**src/rtl/cpu_pkg.sv**
```systemverilog
// Shared definitions for the CPU-side memory path: arbiter state encoding,
// requester port identifiers and the default bus widths.
package cpu_pkg;

  typedef enum logic [1:0] {
    ST_ARB_IDLE  = 2'd0,
    ST_ARB_ISSUE = 2'd1,
    ST_ARB_WAIT  = 2'd2,
    ST_ARB_DONE  = 2'd3
  } arb_state_e;

  localparam logic PORT_CPU  = 1'b0;
  localparam logic PORT_HOST = 1'b1;

  localparam int DEF_ADDR_BITS      = 16;
  localparam int DEF_DATA_BITS      = 16;
  localparam int DEF_TIMEOUT_CYCLES = 4096;

endpackage

```
**src/rtl/rr_arbiter2.sv**
```systemverilog
// Two-way round-robin grant selection; a tie goes to the port that did not
// win last time, and the history only moves when the grant is consumed.
module rr_arbiter2 (
  input  logic       clk,
  input  logic       rst_n,
  input  logic [1:0] req,
  input  logic       advance,
  output logic [1:0] grant
);

  logic last_grant_q;
  logic last_grant_d;

  always_comb begin
    grant = 2'b00;
    case (req)
      2'b01:   grant = 2'b01;
      2'b10:   grant = 2'b10;
      2'b11:   grant = last_grant_q ? 2'b01 : 2'b10;
      default: grant = 2'b00;
    endcase
  end

  always_comb begin
    last_grant_d = last_grant_q;
    if (advance && (grant != 2'b00)) begin
      last_grant_d = grant[1];
    end
  end

  // Starting at 1 lets port 0 win the very first tie.
  always_ff @(posedge clk) begin
    if (!rst_n) begin
      last_grant_q <= 1'b1;
    end else begin
      last_grant_q <= last_grant_d;
    end
  end

endmodule

```
**src/rtl/spi_ram_arbiter.sv**
```systemverilog
// Shares one SPI RAM controller between the CPU and the host loader port:
// one transaction at a time, round-robin on ties, watchdog on a stuck busy.
module spi_ram_arbiter
  import cpu_pkg::*;
#(
  parameter int ADDR_BITS      = DEF_ADDR_BITS,
  parameter int DATA_BITS      = DEF_DATA_BITS,
  parameter int TIMEOUT_CYCLES = DEF_TIMEOUT_CYCLES
) (
  input  logic                 clk,
  input  logic                 rst_n,
  input  logic                 req0_i,
  input  logic                 we0_i,
  input  logic [ADDR_BITS-1:0] addr0_i,
  input  logic [DATA_BITS-1:0] wdata0_i,
  output logic                 done0_o,
  output logic [DATA_BITS-1:0] rdata0_o,
  input  logic                 req1_i,
  input  logic                 we1_i,
  input  logic [ADDR_BITS-1:0] addr1_i,
  input  logic [DATA_BITS-1:0] wdata1_i,
  output logic                 done1_o,
  output logic [DATA_BITS-1:0] rdata1_o,
  output logic                 err_o,
  output logic [ADDR_BITS-1:0] ram_addr_o,
  output logic [DATA_BITS-1:0] ram_wdata_o,
  output logic                 ram_start_read_o,
  output logic                 ram_start_write_o,
  input  logic [DATA_BITS-1:0] ram_rdata_i,
  input  logic                 ram_busy_i
);

  localparam int CNT_BITS = (TIMEOUT_CYCLES > 2) ? $clog2(TIMEOUT_CYCLES) : 1;
  localparam logic [CNT_BITS-1:0] CNT_LAST = CNT_BITS'(TIMEOUT_CYCLES - 1);

  arb_state_e state_q, state_d;

  logic [1:0]           grant;
  logic                 grant_valid;
  logic                 advance;
  logic                 timeout_hit;

  logic                 owner_q, owner_d;
  logic                 we_q, we_d;
  logic [ADDR_BITS-1:0] addr_q, addr_d;
  logic [DATA_BITS-1:0] wdata_q, wdata_d;
  logic [DATA_BITS-1:0] rdata0_q, rdata0_d;
  logic [DATA_BITS-1:0] rdata1_q, rdata1_d;
  logic                 err_q, err_d;
  logic [CNT_BITS-1:0]  cnt_q, cnt_d;

  rr_arbiter2 u_rr (
    .clk     (clk),
    .rst_n   (rst_n),
    .req     ({req1_i, req0_i}),
    .advance (advance),
    .grant   (grant)
  );

  assign advance     = (state_q == ST_ARB_IDLE);
  assign grant_valid = (grant != 2'b00);
  assign timeout_hit = ram_busy_i && (cnt_q == CNT_LAST);

  always_ff @(posedge clk) begin
    if (!rst_n) begin
      state_q <= ST_ARB_IDLE;
    end else begin
      state_q <= state_d;
    end
  end

  always_comb begin
    state_d = state_q;
    case (state_q)
      ST_ARB_IDLE:  if (grant_valid) state_d = ST_ARB_ISSUE;
      ST_ARB_ISSUE: state_d = ST_ARB_WAIT;
      ST_ARB_WAIT:  if (!ram_busy_i || timeout_hit) state_d = ST_ARB_DONE;
      ST_ARB_DONE:  state_d = ST_ARB_IDLE;
      default:      state_d = ST_ARB_IDLE;
    endcase
  end

  always_comb begin
    ram_start_read_o  = 1'b0;
    ram_start_write_o = 1'b0;
    done0_o           = 1'b0;
    done1_o           = 1'b0;
    case (state_q)
      ST_ARB_ISSUE: begin
        ram_start_read_o  = ~we_q;
        ram_start_write_o = we_q;
      end
      ST_ARB_DONE: begin
        done0_o = (owner_q == PORT_CPU);
        done1_o = (owner_q == PORT_HOST);
      end
      default: ;
    endcase
  end

  // Requester inputs are copied once at grant; later changes are ignored.
  always_comb begin
    owner_d  = owner_q;
    we_d     = we_q;
    addr_d   = addr_q;
    wdata_d  = wdata_q;
    rdata0_d = rdata0_q;
    rdata1_d = rdata1_q;
    err_d    = err_q;
    cnt_d    = cnt_q;
    case (state_q)
      ST_ARB_IDLE: begin
        if (grant_valid) begin
          owner_d = grant[1];
          we_d    = grant[1] ? we1_i    : we0_i;
          addr_d  = grant[1] ? addr1_i  : addr0_i;
          wdata_d = grant[1] ? wdata1_i : wdata0_i;
        end
      end
      ST_ARB_ISSUE: cnt_d = '0;
      ST_ARB_WAIT: begin
        if (!ram_busy_i) begin
          if (!we_q && (owner_q == PORT_CPU)) rdata0_d = ram_rdata_i;
          if (!we_q && (owner_q == PORT_HOST)) rdata1_d = ram_rdata_i;
        end else if (timeout_hit) begin
          err_d = 1'b1;
        end else begin
          cnt_d = cnt_q + CNT_BITS'(1);
        end
      end
      default: ;
    endcase
  end

  always_ff @(posedge clk) begin
    if (!rst_n) begin
      owner_q  <= PORT_CPU;
      we_q     <= 1'b0;
      addr_q   <= '0;
      wdata_q  <= '0;
      rdata0_q <= '0;
      rdata1_q <= '0;
      err_q    <= 1'b0;
      cnt_q    <= '0;
    end else begin
      owner_q  <= owner_d;
      we_q     <= we_d;
      addr_q   <= addr_d;
      wdata_q  <= wdata_d;
      rdata0_q <= rdata0_d;
      rdata1_q <= rdata1_d;
      err_q    <= err_d;
      cnt_q    <= cnt_d;
    end
  end

  assign ram_addr_o  = addr_q;
  assign ram_wdata_o = wdata_q;
  assign rdata0_o    = rdata0_q;
  assign rdata1_o    = rdata1_q;
  assign err_o       = err_q;

endmodule
```
**config.mk**
```make
export PLATFORM = sky130hd
export DESIGN_NAME = spi_ram_arbiter
export DESIGN_NICKNAME = d
export VERILOG_FILES = /design/src/rtl/cpu_pkg.sv /design/src/rtl/rr_arbiter2.sv /design/src/rtl/spi_ram_arbiter.sv
export SDC_FILE = /design/constraint.sdc
export NUM_CORES = 1
export LEC_CHECK = 0
export ABC_AREA = 1
export ABC_CLOCK_PERIOD_IN_PS = 1650
export BUFFER_PORTS_ARGS = -buffer_cell sky130_fd_sc_hd__buf_2
export CORE_AREA = 2 2 95 97
export CTS_CLUSTER_SIZE = 12
export DETAILED_ROUTE_END_ITERATION = 12
export DIE_AREA = 0 0 97 99
export PLACE_DENSITY = 0.73
export SYNTH_ARGS = -nofsm -noshare
export SYNTH_HDL_FRONTEND = slang
export SYNTH_HIERARCHICAL = 1
export SYNTH_SLANG_ARGS = --single-unit
```
**constraint.sdc**
```tcl
create_clock -name clk -period 1.65 [get_ports clk]
set_clock_uncertainty 0.05 [all_clocks]
set_input_delay 0.165 -clock clk [delete_from_list [all_inputs] [get_ports clk]]
set_output_delay 0.165 -clock clk [all_outputs]
set_load 0.02 [all_outputs]
```
==> flow_metrics.tcl <==
set metrics [dict create \
    maxCapViolCount 0 \
    yosys_warnings 6 \
    globalRouteOverflowTotal 0 \
    slew_viol_final 0 \
    grt_use_met2_pct 31.30 \
    ys_ff_latch 82 \
    swShare_pct 38.65 \
    max-clock-path-buffers 2 \
    rows 34 \
    peakVddDrop_mv 0.6689 \
    nFillCells 807 \
    num_io_pins 156 \
    ant_nets 0 \
    crit_path_start_kind "register" \
    final_nets 735 \
    start_util_pct 42.26 \
    syn_nets 586 \
    power.leakage_uw 0.002235 \
    p_comb_share_pct 39.9 \
    tns_ns 0 \
    hold_violations 0 \
    top_usage_layer "met2" \
    die_y_um 99 \
    holdCritPathClass "in2reg" \
    status "completed" \
    grt_pass1_vias 3453 \
    p_int_uw 4403 \
    synthCells 493 \
    diodes 0 \
    drc 0 \
    wl_mm 9.347 \
    clk_latency_ns 0.34 \
    hold_buffers 0 \
    syn2layout_area_growth_pct 32.38 \
    via_per_inst 4.948 \
    worstRegToRegCells 8 \
    switchingPower_uw 2773 \
    finalCritPeriodShare_pct 94.21 \
    critPathSlowestCell "dfxtp_1" \
    coreArea_um2 8551 \
    die_w_um 97 \
    pwr-share-clk_pct 21.9 \
    setup_viol 0 \
    fin_util_pct 55.94 \
    clkTransAtPathRegs_ns 0.08 \
    synthFlopType "dfxtp_1" \
    critPathRequiredTime_ns 1.83 \
    synthDistinctLibCells 32 \
    cts_root_buf "clkbuf_8" \
    syn_area_um2 3613 \
    whs_ns 0.02269 \
    grt_pass1_wl_mm 15.30 \
    numPortBuffers 155 \
    worstSetupPathType "reg2reg" \
    whs_path_depth 3 \
    crit_fanout 30 \
    seqPwrFrac_pct 38.2 \
    globalRouteMet3Util_pct 4.823 \
    post_cts_buffers 0 \
    dp_hpwl_mm 6.902 \
    syn_avg_cell_area_um2 7.330 \
    cellPowerDensity_nw_per_um2 1500 \
    place_congestion 0.9118 \
    synthArstFlopShare_pct 0 \
    period_needed_ns 1.555 \
    cts_tree "yes" \
    worst_slew_pin_slew_ns 0.3577 \
    grt_max_degree 44 \
    clock-sinks 82 \
    antenna_found_initial 0 \
    fp.dieArea_um2 9603 \
    ys_seq_area_share_pct 45.43 \
    firstDrtPassIters 4 \
    wire_per_inst_um 12.38 \
    via_count 3736 \
    use_met1_pct 23.99 \
    cts_made_buffers 9 \
    drive_gt1_share_pct 31.84 \
    end_kind "register" \
    fmax_ghz 0.6433 \
    cts_max_level 3 \
    cp.arrival_ns 1.74 \
    grt_usage_pct 19.17 \
    synth_edf_count 0 \
    max_slew_margin_pct 76.15 \
    drtIter0Drc 110 \
    max_stage_delay_ns 0.33 \
    crit_chain "inv_1, ha_2, inv_4, nor2_4, nand3b_1, buf_6, o21ai_0, a21oi_1" \
]
[per-stage QoR]
stage | std cells | power, uW | setup slack, ns | area, um2
after floorplan | 493 | 4681 | 0.1073 | 3613
after global placement | 739 | 5527 | 0.1079 | 4539
after detailed placement | 739 | 5588 | 0.04293 | 4539
after CTS | 755 | 7174 | 0.04237 | 4752
after global routing | 755 | 7658 | -0.005203 | 4783
final | 755 | 7176 | 0.09548 | 4783
[final timing paths]
check | start | slack (ns) | endpoint
max | state_q[0] | 0.1 | rdata0_o[5]
min | wdata0_i[13] | 0.02 | ram_wdata_o[13]
max reg2reg | state_q[0] | 0.1 | rdata0_o[5]
min reg2reg | rdata0_o[10] | 0.39 | rdata0_o[10]
[flip-flops by register name, indices dropped and copies added (netlist names)]
register	cells
state_q	2
rdata1_o	16
ram_wdata_o	16
u_rr/last_grant_q	1
we_q	1
rdata0_o	16
cnt_q	12
err_o	1
ram_addr_o	16
owner_q	1
[Yosys cell counts (3+ instances only)]
cell	number	area share, %
a21oi_1	25	3.5
a21oi_2	7	1.7
a31oi_1	34	5.9
buf_1	3	0.31
buf_2	7	0.97
buf_4	3	0.62
clkbuf_1	14	1.5
dfxtp_1	82	45
ha_1	6	2.1
inv_1	37	3.8
nand2_1	112	12
nand3_1	18	2.5
nor2_1	53	5.5
nor3_1	3	0.42
o21ai_0	61	8.4
o21ai_1	6	0.83
[cell usage in the layout (no fill, tap or decap), types with 3 or more instances in the layout]
cell type / count
a21oi_1: 25
o21ai_1: 7
nor3_1: 3
dfxtp_1: 80
nand3_1: 18
buf_4: 7
nor2_1: 53
o21ai_0: 60
nand2_1: 112
clkbuf_1: 4
clkbuf_8: 10
a31oi_1: 34
inv_1: 37
ha_2: 3
a21oi_2: 7
buf_2: 155
buf_12: 5
ha_1: 3
[cell families after synthesis]
family          count (synthesis)  share of synthesized area (%)
compound gates                137                          21.19
fa+ha+maj                       6                          2.078
flops                          82                          45.43
buf+inv                        70                          8.345
simple gates                  198                          22.96
[critical path, delay by kind of cell, from the launching register on]
family / cells / cell delay, ns
AO/OA/AOI/OAI: 2 / 0.27
adder cells (fa/ha/maj): 1 / 0.24
buffers and inverters: 3 / 0.38
flip-flops: 1 / 0.33
AND/OR/NAND/NOR: 2 / 0.18
[final cells by class]
type | instances | area [um2] | area share [%]
flip-flops and latches | 82 | 1644 | 34.37
multi-input cells | 341 | 1699 | 35.52
clock buffers | 14 | 152.6 | 3.191
well taps | 108 | 135.1 | 2.825
clock inverters | 2 | 60.06 | 1.256
inverters | 40 | 152.6 | 3.191
repair buffers | 168 | 939.7 | 19.64
[per-layer routing]
metal | part of all wire (%) | vias up
met2 | 45 | 153
met1 | 44 | 1646
li1 | - | 1922
met4 | 1.8 | 0
met3 | 8.4 | 15
met5 | 0 | -
[power groups by stage]
stage / Clock [uW] / Combinational [uW] / Sequential (uW)
6_report: 1570 / 2860 / 2740
5_1_grt: 1690 / 3170 / 2800
4_1_cts: 1610 / 2820 / 2740
3_5_place_dp: 0 / 2820 / 2770
3_3_place_gp: 0 / 2760 / 2770
2_1_floorplan: 0 / 1470 / 3220
[repair_timing]
| action | 4_1_cts | 5_1_grt |
|---|---|---|
| setup endpoints to repair | 0 | 28 |
| hold endpoints to repair | 0 | 0 |
| resized for setup | 0 | 9 |
No activity file was read; power rests on OpenSTA's default activity.
